## src/rtl/mem_port_arbiter.sv

```systemverilog
// Two-requester arbiter/sequencer for the unified instruction/data memory.
// Shares one memory address port between instruction fetch and load/store,
// sequences the one-cycle registered read response, and rejects misaligned
// data accesses before they reach memory.
module mem_port_arbiter #(
  parameter int ROUND_ROBIN = 1
) (
  input  logic        clk,
  input  logic        rst_n,
  input  logic        if_req,
  input  logic [31:0] if_addr,
  output logic        if_gnt,
  output logic        if_rvalid,
  output logic [31:0] if_rdata,
  input  logic        d_req,
  input  logic        d_we,
  input  logic [31:0] d_addr,
  input  logic [31:0] d_wdata,
  input  logic [2:0]  d_funct3,
  output logic        d_gnt,
  output logic        d_err,
  output logic        d_rvalid,
  output logic [31:0] d_rdata,
  output logic [31:0] mem_address,
  output logic        mem_read,
  output logic        mem_write,
  output logic [31:0] mem_write_data,
  output logic [2:0]  mem_funct3,
  input  logic [31:0] mem_read_data
);

  typedef enum logic {IDLE, RESP} state_t;

  state_t state;
  logic   resp_is_data;
  logic   last_data;

  logic   aligned;
  logic   grant_d;
  logic   grant_f;
  logic   rd_issue;
  logic   resp_active;

  // Data-side alignment check: words need addr[1:0]=0, halves need addr[0]=0
  always_comb begin
    aligned = 1'b1;
    if (d_funct3[1] && (d_addr[1:0] != 2'b00)) aligned = 1'b0;
    if ((d_funct3[1:0] == 2'b01) && d_addr[0]) aligned = 1'b0;
  end

  // Data wins a tie unless round-robin is on and data won the last grant
  assign grant_d     = rst_n & d_req & (~if_req | (ROUND_ROBIN == 0) | ~last_data);
  assign grant_f     = rst_n & if_req & ~grant_d;
  assign rd_issue    = grant_f | (grant_d & ~d_we & aligned);
  assign resp_active = rst_n & (state == RESP);

  // Issue stage and response pass-through; everything is zero while idle or in reset
  always_comb begin
    if_gnt         = grant_f;
    d_gnt          = grant_d;
    d_err          = grant_d & ~aligned;
    mem_address    = '0;
    mem_write      = 1'b0;
    mem_write_data = '0;
    mem_funct3     = '0;
    mem_read       = resp_active;
    if_rvalid      = resp_active & ~resp_is_data;
    d_rvalid       = resp_active & resp_is_data;
    if_rdata       = '0;
    d_rdata        = '0;
    if (grant_d) begin
      mem_address    = d_addr;
      mem_funct3     = d_funct3;
      mem_write_data = d_wdata;
      mem_write      = d_we & aligned;
    end else if (grant_f) begin
      mem_address = if_addr;
      mem_funct3  = 3'b010;
    end
    if (if_rvalid) if_rdata = mem_read_data;
    if (d_rvalid)  d_rdata  = mem_read_data;
  end

  // Response-stage sequencing and round-robin history
  always_ff @(posedge clk or negedge rst_n) begin
    if (!rst_n) begin
      state        <= IDLE;
      resp_is_data <= 1'b0;
      last_data    <= 1'b0;
    end else begin
      state <= rd_issue ? RESP : IDLE;
      if (rd_issue) resp_is_data <= grant_d;
      if (grant_d || grant_f) last_data <= grant_d;
    end
  end

endmodule

```

## config.mk

```make
export PLATFORM = sky130hd
export DESIGN_NAME = mem_port_arbiter
export DESIGN_NICKNAME = d
export VERILOG_FILES = /design/src/rtl/mem_port_arbiter.sv
export SDC_FILE = /design/constraint.sdc
export NUM_CORES = 1
export LEC_CHECK = 0
export CORE_AREA = 2 2 106 108
export DETAILED_ROUTE_END_ITERATION = 8
export DIE_AREA = 0 0 108 110
export PLACE_DENSITY_LB_ADDON = 0.2
export SLEW_MARGIN = 20
export SYNTH_ARGS = -nofsm -noshare
export SYNTH_HDL_FRONTEND = slang
export SYNTH_SLANG_ARGS = --single-unit
```

## constraint.sdc

```tcl
create_clock -name clk -period 3.95 [get_ports clk]
set_clock_uncertainty 0.2 [all_clocks]
set_input_delay 0.395 -clock clk [delete_from_list [all_inputs] [get_ports clk]]
set_output_delay 0.395 -clock clk [all_outputs]
set_load 0.01 [all_outputs]
```

# == Word-level counts from Yosys, hierarchy flattened ==
# Index checks and enable logic that the tools add are counted.
# W data, S select, Z words.
# totals
reg_bits,3
latch_bits,0
mem_bits_rw,0
mem_bits_ro,0
in_bits,136
out_inout_bits,138
elab_cells,38
memories,0
# op_classes
add_sub_neg,0
multipliers,0
div_mod_pow,0
order_cmp,0
eq_ne,1
shift,0
mux,11
bitwise,19
reduce_logical,4
# op_table
cell,count
$mux W32,5
$and A1 B1 Y1,11
$not A1 Y1,6
$mux W1,4
$mux W3,1
$eq A2 B1 Y1 const B,1
$logic_and A1 B1 Y1,2
$mux W2,1
$or A1 B1 Y1,2
$reduce_bool A2 Y1,1
$logic_or A1 B1 Y1,1

# == Depth between registers and ports, before layout ==
# Gate-level depths: netlist of the first run.
# logic_depth
depth_word,7
ltp_mapped,5
depth_no_buf,4

# == Worst setup path after synthesis of the first run ==
# Ideal clock, no wire load.
# synth_path
kind,register -> output
from,register last_data
to,output port mem_address[24]
arrival_time_ns,1.031
required_ns,3.355
slack_ns,2.324
stages_incl_launch_ff,6
n_path_buf,1
path_cell_list,dfrtp_1 inv_1 a21o_2 clkinv_4 clkbuf_8 a22o_2
# synth_via
elab_chain_cells,7
# synth_rtl
item,line_no,text
"start, declared",36,logic last_data;
"start signal, assigned",93,if (grant_d || grant_f) last_data <= grant_d;
$not A1 Y1,52,assign grant_d = rst_n & d_req & (~if_req | (ROUND_ROBIN == 0) | ~last_data);
$or A1 B1 Y1,52,
$and A1 B1 Y1,52,
$not A1 Y1,53,assign grant_f = rst_n & if_req & ~grant_d;
$and A1 B1 Y1,53,
named net if_gnt,12,"output logic if_gnt,"
$mux W32,76,end else if (grant_f) begin
$mux W32,71,if (grant_d) begin
"end, declared",24,"output logic [31:0] mem_address,"
# The timed path passes the listed nets, and every way through them passes these cells.

# == Worst setup path in the final report of the first run ==
# layout_path
from,input port rst_n
to,output port mem_address[3]
# layout_via
elab_chain_cells,6
word_cells_on_any_way,7
classes_between,2 x mux; 5 x bitwise
# layout_rtl
item,line_no,text
"start, declared",9,"input logic rst_n,"
$and A1 B1 Y1 (2 in series),52,
$not A1 Y1,53,
$and A1 B1 Y1,53,
$mux W32,76,
$mux W32 (*),71,
# Every way passes the cells marked *; elsewhere a longest branch is shown, timed or not.

==> results of run 1 <==
through the flow:
step / worst slack, ns / hold slack (ns)
final: 0.7431 / 0.2296
after global routing: 0.5399 / 0.2389
after CTS: 0.6712 / 0.2308
after detailed placement: 0.6944 / 0.3410
after global placement: 0.7772 / 0.3316
after floorplan: 2.324 / -0.1006
logic make-up (layout without fill, tap and decap cells):
group | after synthesis | after routing | synth area share, %
compound gates | 39 | 39 | 27.24
buf+inv | 20 | 283 | 11.66
flops | 3 | 3 | 6.030
simple gates | 106 | 106 | 55.08
cell type report:
class / count / area share [%]
Timing Repair Buffer: 275 / 67.22
Inverter: 4 / 0.4897
Sequential cell: 3 / 1.837
Tap cell: 140 / 4.285
Clock buffer: 4 / 1.102
Multi-Input combinational cell: 145 / 25.07
routing by layer:
metal  vias to the layer above  GRT usage, %  routed length (um)
met5                         -             0                   0
met4                         0        0.8242                   7
met3                         2         4.468                1064
met2                       158         22.87                4104
met1                       941         10.62                2564
li1                       1092             -                   -
power by group through the flow:
stage | sequential [W] | combinational, W | clock [W]
final | 0.0000395 | 0.000395 | 0.0000891
after global routing | 0.0000402 | 0.000424 | 0.0000951
after CTS | 0.0000395 | 0.000402 | 0.0000914
after detailed placement | 0.0000396 | 0.000401 | 0
after global placement | 0.0000395 | 0.000399 | 0
after floorplan | 0.0000388 | 0.000131 | 0
flip-flops by register name (all words and copies together), names as in the netlist:
| name | cells |
|---|---|
| last_data | 1 |
| resp_is_data | 1 |
| state | 1 |
worst max path at each step:
stage	start	endpoint	depth (start not counted)
floorplan	if_req	mem_address[29]	5
global placement	rst_n	mem_address[13]	6
detailed placement	rst_n	mem_address[4]	6
CTS	rst_n	mem_address[14]	6
global route	rst_n	mem_address[13]	6
finish	rst_n	mem_address[3]	6
placed cells by master (no fill, tap or decap):
cell | synthesis | layout
a21o_1 | 2 | 2
a21o_2 | 1 | 1
a21oi_1 | 1 | 1
a22o_1 | 27 | 27
a22o_2 | 5 | 5
a31o_1 | 1 | 1
a32o_1 | 1 | 1
and2_1 | 86 | 86
and2_2 | 12 | 12
and2_4 | 1 | 1
and3_1 | 1 | 1
and3_2 | 1 | 1
buf_4 | 0 | 2
clkbuf_1 | 0 | 1
clkbuf_8 | 3 | 3
clkdlybuf4s50_1 | 0 | 273
clkinv_4 | 1 | 1
dfrtp_1 | 3 | 3
inv_1 | 2 | 2
inv_2 | 1 | 1
nand2_1 | 2 | 2
nand3_2 | 1 | 1
nor2_1 | 1 | 1
nor2b_4 | 1 | 1
o21ai_0 | 1 | 1
==> results by stage, run 1 <==
Status:
- The flow ran to the end, and the final reports show no timing, DRC or antenna violations.

CTS:
- The number of setup buffers added after CTS is 0.
- The level count of the clock H-tree is 1.
- TritonCTS created 3 clock buffers.
- The number of buffers between clock root and the deepest sink is 2.
- TritonCTS built the clock tree.
- The register clock-pin slew on the reported worst setup and hold paths is 0.03 ns.
- The number of hold buffers added after CTS was 0.
- The clock root buffer is clkbuf_8.
- The number of gates given a new drive strength after cts is 0.
- Counting every sink on the clock net gives 3.
- The clock network latency to the later pin of the worst-skew pair is 0.21 ns.

Finish:
- The core utilization of the finished layout is 38.21%.
- The finished layout holds 571 standard cells, fillers aside.
- Relative to the synthesized area, the layout overhead comes to 228.3%.
- 0 antenna diodes ended up in the layout.
- The layout filler cell count is 1073.
- The total area of sequential cells is about 75 um^2.
- The share of post-route cells with drive strength above 1 is approximately 6.7%.
- The cell area after layout is 4088 um^2.
- At the end of the flow, the number of nets in the layout was around 570.
- The multi-input combinational cells in the finished layout cover a total of roughly 1000 um^2.

Synth:
- For this run, asynchronously set or reset flops after synthesis account for 100.0%.
- The synthesized net count is between 300 and 400.
- The synthesis warning total is 0.
- In this run, synthesis inferred 0 flip-flops with an integrated enable.
- After synthesis, the largest area contributor takes up a little over two fifths of total cell area.
- The leading area contributor after synthesis is and2_1.
- The synthesized netlist contains 25 unique library cells.
- Each instance of the synthesized netlist takes up on average 7.410 um^2.
- Sequential elements use 6.030% of the synthesized area.
- Synthesis inferred 3 register bits.
- The cell count after synthesis came out at about 170.
- Sorting the synthesized cells by how often they occur yields 86 x and2_1, 27 x a22o_1, 12 x and2_2, 6 x buf_2, 5 x a22o_2.
- Summing every instance area after synthesis gives 1245 um^2.
- The most frequently used cell type in the post-synthesis netlist is and2_1.
- For this run, the leading register cell type out of synthesis is dfrtp_1.
- After synthesis, the cell types taking the most area are and2_1 43%, a22o_1 19%, and2_2 7.2%.

Global route:
- The number of antenna violations at the first check in global routing was 0.
- The wire length of the first global-routing pass is 10.47 mm.
- The maximum number of pins on one net before global-route repair is 37.
- The aggregate global routing overflow is 0.
- The via count of the first global-routing pass is 2104.
- The total routing resource utilization after global routing is 11.08%.

Critical path:
- Walking the worst path, the cells encountered are clkdlybuf4s50_1 -> nand3_2 -> inv_2 -> buf_4 -> a22o_1 -> clkdlybuf4s50_1.
- For this run, the slowest stage of the critical path takes roughly 0.63 ns.
- The reg-to-reg critical path startpoint is last_data.
- Together, buffers and inverters on the worst path number 4.
- The master of the slowest instance on the critical path is clkdlybuf4s50_1.
- The critical path class is in2out.
- The kind of launch point of the worst setup path is an input port.
- The critical register-to-register path endpoint is resp_is_data.
- The worst register-to-register path has a depth of 4.
- In this run the worst path has a maximum fanout of 34.
- STA classifies the critical path endpoint as an output port.
- The critical path data required time is between 3 and 4 ns.
- The arrival time at the worst endpoint is approximately 2.6 ns.
- Broken down by cell family, the worst path's largest delay share belongs to buffers and inverters.
- The most numerous cell type found on the critical path is clkdlybuf4s50_1.
- The minimum setup slack among reg-to-reg paths is ~2.5 ns.

Detailed routing:
- For this run, design rule violations remaining after detail routing come to 0.
- The sum of routed wire length over all layers is 7.741 mm.
- The first routing iteration left 77 violations.
- The number of vias in the routed layout is between 2000 and 2500.
- In the routed layout, each cell is associated on average with a via count of 3.841.
- In the final routed layout, each cell accounts on average for roughly 14 um.
- The pre-antenna-repair detailed-routing pass consisted of 4 iterations.
- Once detail routing completed, the nets flagged for antenna violations numbered 0.

STA:
- The portion of the clock cycle consumed by the worst path in the final layout is around 81%.
- The post-route setup TNS is 0 ns.
- Setup repair after global routing left no endpoint under its margin.
- The number of failing hold endpoints at the final stage is 0.
- The final max-slew violation count is 0.
- Based on the critical path, the design can be clocked at up to 311.8 MHz.
- The final-report setup violation count is 0.
- The minimum clock period after layout is 3.207 ns.
- For the pin with the worst max-slew slack, the measured transition is 0.5726 ns.
- In this run the tightest slew margin relative to its limit is 61.75%.

Placed design:
- Routability-driven placement finished with a final weighted congestion of 0.6908.
- The HPWL after detailed placement is 6.701 mm.
- The number of buffers inserted by port buffering is between 200 and 300.
- The count of placed standard cells including taps is 567.
- The cell area after placement is 4043 um^2.

Floorplan:
- The total area inside the core boundary comes to 10700 um^2.
- The floorplan step set the die height to 110 um.
- The number of placed I/O pins is 274.
- The width of the die is 108 um.
- The site row count is 38.
- The area of the die is 11880 um^2.
- The effective utilization at floorplan is 11.64%.

Power and ir drop:
- In this run the power spent charging and discharging nets is approximately 0.00015 W.
- Across the VDD grid, the largest voltage drop is 75.03 uV.
- The clock network accounts for 17.0% of the total power.
- Summed over all cells, the static leakage comes to around 1.6 nW.
- Dividing total power by cell area gives a power density of between 100 and 150 nW/um^2.
- The internal portion of total power is 0.0003697 W.
- Sequential cells account for 7.5% of the total power.
- The switching part of the total is roughly 30%.
- The total power is 0.0005239 W.
- The combinational fraction of design power is 75.5%.

Worst hold path:
- The classification of the worst-slack hold path is in2async.

Run:
- Across the run, the number of max-cap violations was 0.
(Power assumes the default switching activity.)
==> run 2, diff against run 1 <==
==> constraint.sdc (replaced) <==
create_clock -name clk -period 2.9 [get_ports clk]
set_clock_uncertainty 0.2 [all_clocks]
set_input_delay 0.29 -clock clk [delete_from_list [all_inputs] [get_ports clk]]
set_output_delay 0.29 -clock clk [all_outputs]
set_load 0.01 [all_outputs]
==> run 2 against run 1 <==
Effect of this change:
- wire length down 0.84%
- die area did not move
- final area up 1.6%
- combinational power increased by 39%
- core utilization is 0.61 points higher
- clock power rose by 35%
- register-to-register slack worse by 1.0 ns
- non-clock buffer count up 2
- sequential power increased by 35%
- sequential cell count unchanged
- first-iteration DRC count is 9.1% higher
- highest routed layer unchanged
==> results by stage, run 2 (synthesized netlist as in run 1, its figures left out) <==
CTS:
- The number of gates given a new drive strength after cts is 0 (unchanged).
- The hold-fix buffer count after cts is 0 (unchanged).
- The level count of the clock H-tree is 1 (unchanged).
- The number of buffers between clock root and the deepest sink is 2 (unchanged).
- The number of buffers inserted by post-CTS setup repair is 0 (unchanged).
- The clock sink total is 3 (unchanged).
- The TritonCTS clock tree is yes (unchanged).
- The register clock-pin slew on the reported worst setup and hold paths was 0.03 ns (about the same).
- The clock network latency to the later pin of the worst-skew pair is 0.21 ns (about the same).
- The number of buffers inserted during clock tree synthesis was 3 (unchanged).
- The clock root buffer is clkbuf_8 (unchanged).

Run:
- The number of maximum-capacitance violations is 0 (unchanged).

STA:
- The worst-margin pin slew was 0.4795 ns (was 0.5726 ns).
- The final worst hold slack was 0.1238 ns (was 0.2296 ns).
- The headroom to the max-slew limit was 67.69% (was 61.75%).
- The final-report setup violation count is 0 (unchanged).
- RSZ-0062 raised after global routing: no (unchanged).
- The worst path uses between 90 and 100% of the clock period.
- The minimum clock period after layout is 2.676 ns.
- The final max-slew violation count is 0 (unchanged).
- Derived from the worst setup path, the maximum achievable clock frequency is 373.8 MHz.
- The post-route setup TNS is 0 ns (unchanged).
- The post-route worst setup slack is 0.2245 ns (was 0.7431 ns).
- The number of failing hold endpoints at the final stage is 0 (unchanged).

Placed design:
- The worst setup timing slack at the placement stage is 0.2049 ns (was 0.6944 ns).
- The final RePlAce weighted congestion was 0.6889 (was 0.6908).
- The half-perimeter wire length of the detailed placement result came to 6.615 mm (was 6.701 mm).
- The number of buffers inserted by port buffering is 273 (unchanged).

Critical path:
- The reg-to-reg critical path startpoint is last_data (unchanged).
- The largest driver fanout on the critical path came to 36 (was 34).
- The kind of launch point of the worst setup path was an input port (unchanged).
- The worst setup path startpoint is rst_n (unchanged).
- The critical path class is in2out (unchanged).
- The critical path data required time is 2.41 ns (was 3.36 ns).
- The kind of end point of the critical path is an output port (unchanged).
- The arrival time at the worst endpoint was 2.19 ns (was 2.61 ns).

Power and ir drop:
- The power per cell area is 174.2 nW/um^2 (was 128.2 nW/um^2).
- The switching part of the total is 29.00% (was 29.43%).
- The worst ir drop on vdd came to 102.5 uV (was 75.03 uV).
- The static leakage power is 1.597 nW (was 1.573 nW).
- The power share of the clock group is 16.6% (was 17.0%).
- The combinational fraction of design power was 76.0% (was 75.5%).
- The share of power burned in registers was 7.4% (was 7.5%).
- The switching component of the power came to 0.0002098 W (was 0.0001542 W).
- The internal portion of total power came to 0.0005136 W (was 0.0003697 W).

Global route:
- The total routing resource utilization after global routing came to 11.32% (was 11.08%).
- The via count of the first global-routing pass is 2197 (was 2104).
- The aggregate global routing overflow is 0 (unchanged).
- The maximum number of pins on one net before global-route repair is 41 (was 37).
- The number of antenna violations at the first check in global routing is 0 (unchanged).
- The wire length of the first global-routing pass was 10.85 mm (was 10.47 mm).

Detailed routing:
- The DRC violation total after the first TritonRoute iteration was 84 (was 77).
- The sum of routed wire length over all layers is 7.676 mm (was 7.741 mm).
- The remaining antenna violation count after routing was 0 (unchanged).
- The number of vias per cell after detailed routing is 3.894 (was 3.841).
- The number of vias in the routed layout was 2231 (was 2193).
- The routed length per instance was 13.40 um (was 13.56 um).
- The iteration count of the initial detailed-routing pass is 4 (unchanged).
- The number of remaining DRC errors is 0 (unchanged).

Finish:
- The leading cell type in the layout, fill and taps excluded is clkdlybuf4s50_1 (unchanged).
- The layout filler cell count is 1132 (was 1073).
- The share of post-route cells with drive strength above 1 is 7.159% (was 6.729%).
- Top flop regs: last_data (1), resp_is_data (1), state (1) (unchanged).
- Commonest non-fill, non-tap cells in the layout: 273 x clkdlybuf4s50_1, 86 x and2_1, 27 x a22o_1, 12 x and2_2, 5 x a22o_2 (unchanged).
- The number of diodes came to 0 (unchanged).
- The layout-stage area growth over the synthesis result is 233.6% (was 228.3%).
- The net count of the finished layout is 570 (was 568).

Floorplan:
- The site row count is 38 (unchanged).
- The number of placed I/O pins is 274 (unchanged).
- The die span in y is 110 um (unchanged).
- The total core area is 10700 um^2 (unchanged).
- The area of the die is 11880 um^2 (unchanged).
- The effective utilization at floorplan is 11.64% (unchanged).
- The width of the die is 108 um (unchanged).

Status:
- Result of the run: completed (unchanged).

Worst hold path:
- The classification of the worst-slack hold path is in2async (unchanged).
## run 2: cell types whose count changed in the layout (fill, tap and decap cells not counted), sizes merged
cell,change
buf,+2
## run 2: cell type report
cell class | instances | area, um^2 | share of cell area (%)
multi-input cells | 145 | 1025 | 24.68
inverters | 4 | 20.02 | 0.4821
repair buffers | 277 | 2813 | 67.73
well taps | 140 | 175.2 | 4.218
clock buffers | 4 | 45.04 | 1.085
flip-flops and latches | 3 | 75.07 | 1.808
## run 2: final timing paths
kind,endpoint,depth (start not counted),slack [ns]
max,mem_address[28],6,0.22
max reg2reg,state,4,1.50
min,resp_is_data,1,0.12
min in group clk,last_data,2,0.34
min reg2reg,last_data,2,0.34
max in group asynchronous,last_data,1,2.16
## run 2: power groups by stage
| stage | Sequential, W | Clock [W] | Combinational (W) |
|---|---|---|---|
| 6_report | 0.0000534 | 0.000120 | 0.000550 |
| 2_1_floorplan | 0.0000529 | 0 | 0.000179 |
| 3_3_place_gp | 0.0000539 | 0 | 0.000554 |
| 4_1_cts | 0.0000536 | 0.000126 | 0.000558 |
| 5_1_grt | 0.0000549 | 0.000130 | 0.000590 |
| 3_5_place_dp | 0.0000541 | 0 | 0.000556 |
## run 2: per-stage QoR
step	utilization, %	total power [W]	cells	area, um^2
floorplan	-	0.0002316	168	1245
global placement	38.40	0.0006076	569	4108
detailed placement	38.40	0.0006102	569	4108
CTS	38.82	0.0007375	573	4153
global route	38.82	0.0007740	573	4153
finish	38.82	0.0007234	573	4153
## run 2: per-layer routing
metal | share of wire (%) | global-route usage, % | up-vias | wire length [um]
met2 | 52 | 22.06 | 160 | 3984
li1 | - | - | 1097 | -
met4 | 0.85 | 2.015 | 0 | 65
met5 | 0 | 0 | - | 0
met1 | 32 | 10.97 | 970 | 2452
met3 | 15 | 5.291 | 4 | 1173
## run 2: critical path: stages
cell and delay (ns):
clkdlybuf4s50_1 0.63, nand2_1 0.09, a21o_2 0.22, clkinv_4 0.21, a22o_2 0.19, clkdlybuf4s50_1 0.53
==> run 3, diff against run 2 <==
--- a/config.mk
+++ b/config.mk
@@ -5,9 +5,11 @@
 export SDC_FILE = /design/constraint.sdc
 export NUM_CORES = 1
 export LEC_CHECK = 0
-export CORE_AREA = 2 2 106 108
+export CELL_PAD_IN_SITES_DETAIL_PLACEMENT = 1
+export CELL_PAD_IN_SITES_GLOBAL_PLACEMENT = 2
+export CORE_UTILIZATION = 10
 export DETAILED_ROUTE_END_ITERATION = 8
-export DIE_AREA = 0 0 108 110
+export GPL_ROUTABILITY_DRIVEN = 0
 export PLACE_DENSITY_LB_ADDON = 0.2
 export SLEW_MARGIN = 20
 export SYNTH_ARGS = -nofsm -noshare
==> run 3 against run 2 <==
Effect of this change:
- worst setup slack got worse by 0.030 ns
- core utilization is 3.8 points lower
- sequential share of layout area barely moved
- sequential cell count unchanged
- worst hold slack worse by 0.0058 ns
- maximum frequency decreased by 1.1%
- die area increased by 8.6%
- first-iteration DRC count fell by 46%
- non-clock buffer count stayed put
- final area up 1.7%
- wire length grew 9.9%
- sequential power rose by 2%
- critical path type unchanged
- largest cell class unchanged
- highest routed layer unchanged
==> results by stage, run 3 (synthesized netlist as in run 1, its figures left out) <==
Finish:
- The leading cell type in the layout, fill and taps excluded is clkdlybuf4s50_1 (unchanged).
- Top flop regs: last_data (1), resp_is_data (1), state (1) (unchanged).
- Commonest non-fill, non-tap cells in the layout: 273 x clkdlybuf4s50_1, 86 x and2_1, 27 x a22o_1, 12 x and2_2, 5 x a22o_2 (unchanged).
- The share of post-route cells with drive strength above 1 was 7.159% (unchanged).
- The layout-stage area growth over the synthesis result is 239.1% (was 233.6%).
- The number of diodes is 0 (unchanged).
- The net count of the finished layout is 570 (unchanged).

CTS:
- The number of buffers inserted by post-CTS setup repair is 0 (unchanged).
- The number of buffers between clock root and the deepest sink came to 2 (unchanged).
- The level count of the clock H-tree came to 1 (unchanged).
- The clock network latency to the later pin of the worst-skew pair is 0.22 ns (was 0.21 ns).
- The register clock-pin slew on the reported worst setup and hold paths is 0.03 ns (about the same).
- The clock root buffer is clkbuf_16 (was clkbuf_8).
- The TritonCTS clock tree is yes (unchanged).
- The number of buffers inserted during clock tree synthesis is 3 (unchanged).
- The number of gates given a new drive strength after cts came to 0 (unchanged).
- The clock sink total is 3 (unchanged).
- The hold-fix buffer count after cts is 0 (unchanged).

Critical path:
- The kind of launch point of the worst setup path is an input port (unchanged).
- The minimum setup slack among reg-to-reg paths came to 1.51 ns (was 1.50 ns).
- The critical path's largest stage delay came to 0.63 ns (about the same).
- The critical register-to-register path endpoint is state (unchanged).
- The largest driver fanout on the critical path is 36 (unchanged).
- The arrival time at the worst endpoint came to 2.22 ns (was 2.19 ns).
- The master of the slowest instance on the critical path is clkdlybuf4s50_1 (unchanged).
- The critical path data required time is 2.41 ns (about the same).
- The cell type with the highest occurrence count on the critical path is clkdlybuf4s50_1 (unchanged).
- The kind of end point of the critical path is an output port (unchanged).
- The depth of the worst register-to-register path came to 4 (unchanged).
- The critical path class is in2out (unchanged).
- Crit path cell chain: clkdlybuf4s50_1 -> nand2_1 -> a21o_2 -> clkinv_4 -> a22o_1 -> clkdlybuf4s50_1 (was clkdlybuf4s50_1 -> nand2_1 -> a21o_2 -> clkinv_4 -> a22o_2 -> clkdlybuf4s50_1).
- The reg-to-reg critical path startpoint is last_data (unchanged).

Detailed routing:
- The iteration count of the initial detailed-routing pass came to 4 (unchanged).
- The number of vias in the routed layout is 2262 (was 2231).
- The DRC violation total after the first TritonRoute iteration came to 45 (was 84).
- The routed length per instance is 14.04 um (was 13.40 um).
- The number of remaining DRC errors is 0 (unchanged).
- The number of vias per cell after detailed routing is 3.764 (was 3.894).
- The sum of routed wire length over all layers is 8.436 mm (was 7.676 mm).
- The remaining antenna violation count after routing is 0 (unchanged).

STA:
- The maximum frequency from static timing analysis was 369.6 MHz (was 373.8 MHz).
- The final worst hold slack is 0.1180 ns (was 0.1238 ns).
- The number of failing hold endpoints at the final stage is 0 (unchanged).
- The worst-margin pin slew came to 0.4997 ns (was 0.4795 ns).
- The minimum clock period after layout is 2.706 ns (was 2.676 ns).
- RSZ-0062 raised after global routing: no (unchanged).
- The post-route setup TNS is 0 ns (unchanged).
- The final max-slew violation count is 0 (unchanged).
- The final-report setup violation count is 0 (unchanged).
- The headroom to the max-slew limit is 66.33% (was 67.69%).
- The portion of the clock cycle consumed by the worst path in the final layout is 93.30% (was 92.26%).
- The post-route worst setup slack came to 0.1942 ns (was 0.2245 ns).

Floorplan:
- The effective utilization at floorplan is 10.32% (was 11.64%).
- The area of the die was 12900 um^2 (was 11880 um^2).
- The die span in y is 113.6 um (was 110 um).
- The site row count is 40 (was 38).
- The number of placed I/O pins is 274 (unchanged).
- The total core area is 12060 um^2 (was 10700 um^2).
- The width of the die was 113.6 um (was 108 um).

Global route:
- The maximum number of pins on one net before global-route repair came to 37 (was 41).
- The number of antenna violations at the first check in global routing is 0 (unchanged).
- The aggregate global routing overflow is 0 (unchanged).
- The total routing resource utilization after global routing came to 12.08% (was 11.32%).
- The wire length of the first global-routing pass is 12.25 mm (was 10.85 mm).
- The via count of the first global-routing pass is 2381 (was 2197).

Worst hold path:
- The classification of the worst-slack hold path is in2async (unchanged).

Placed design:
- The number of buffers inserted by port buffering is 273 (unchanged).
- The half-perimeter wire length of the detailed placement result is 7.249 mm (was 6.615 mm).
- The worst setup timing slack at the placement stage was 0.1633 ns (was 0.2049 ns).

Power and ir drop:
- The power per cell area is 195.4 nW/um^2 (was 174.2 nW/um^2).
- The worst ir drop on vdd is 118.4 uV (was 102.5 uV).
- The static leakage power was 1.612 nW (was 1.597 nW).
- The total power is 0.0008249 W (was 0.0007234 W).

Run:
- The number of maximum-capacitance violations is 0 (unchanged).

Status:
- Result of the run: completed (unchanged).
==> run 3: power by group <==
group	switching (W)	leakage, nW	total, W	internal [W]
combinational	0.000181	1.54	0.000552	0.000371
clock	0.0000369	0.0382	0.000218	0.000181
sequential	0.00000592	0.0379	0.0000545	0.0000485
total	0.000224	1.61	0.000825	0.000601
==> run 3: cell type report <==
| cell class | instances | area, um^2 |
|---|---|---|
| Clock buffer | 4 | 78.83 |
| Tap cell | 168 | 210.2 |
| Sequential cell | 3 | 75.07 |
| Timing Repair Buffer | 277 | 2813 |
| Multi-Input combinational cell | 145 | 1025 |
| Inverter | 4 | 20.02 |
| Fill cell | 1434 | 7840 |
==> run 3: routing by layer <==
| layer | vias to the layer above | GRT usage [%] | wire [um] |
|---|---|---|---|
| met3 | 2 | 3.879 | 1048 |
| met5 | - | 0 | 0 |
| met2 | 157 | 24.43 | 4529 |
| met1 | 1011 | 11.81 | 2813 |
| met4 | 0 | 2.368 | 44 |
| li1 | 1092 | - | - |
==> run 3: how the worst max path moves through the flow <==
stage / startpoint / cells past startpoint / endpoint
3_3_place_gp: rst_n / 6 / mem_address[0]
5_1_grt: rst_n / 6 / mem_address[0]
6_report: rst_n / 6 / mem_address[0]
4_1_cts: rst_n / 6 / mem_address[0]
3_5_place_dp: rst_n / 6 / mem_address[0]
2_1_floorplan: last_data / 5 / mem_address[24]
==> run 3: per-stage QoR <==
step	cells	utilization, %	instance area, um^2
6_report	601	35.00	4222
5_1_grt	601	35.00	4222
4_1_cts	601	35.00	4222
3_5_place_dp	597	34.35	4143
3_3_place_gp	597	34.35	4143
2_1_floorplan	168	-	1245
==> run 3: critical path: cells and delay by family <==
kind | cells | cell delay, ns
buffers and inverters | 3 | 1.40
AOI/OAI and AO/OA | 2 | 0.41
and+or+nand+nor | 1 | 0.10
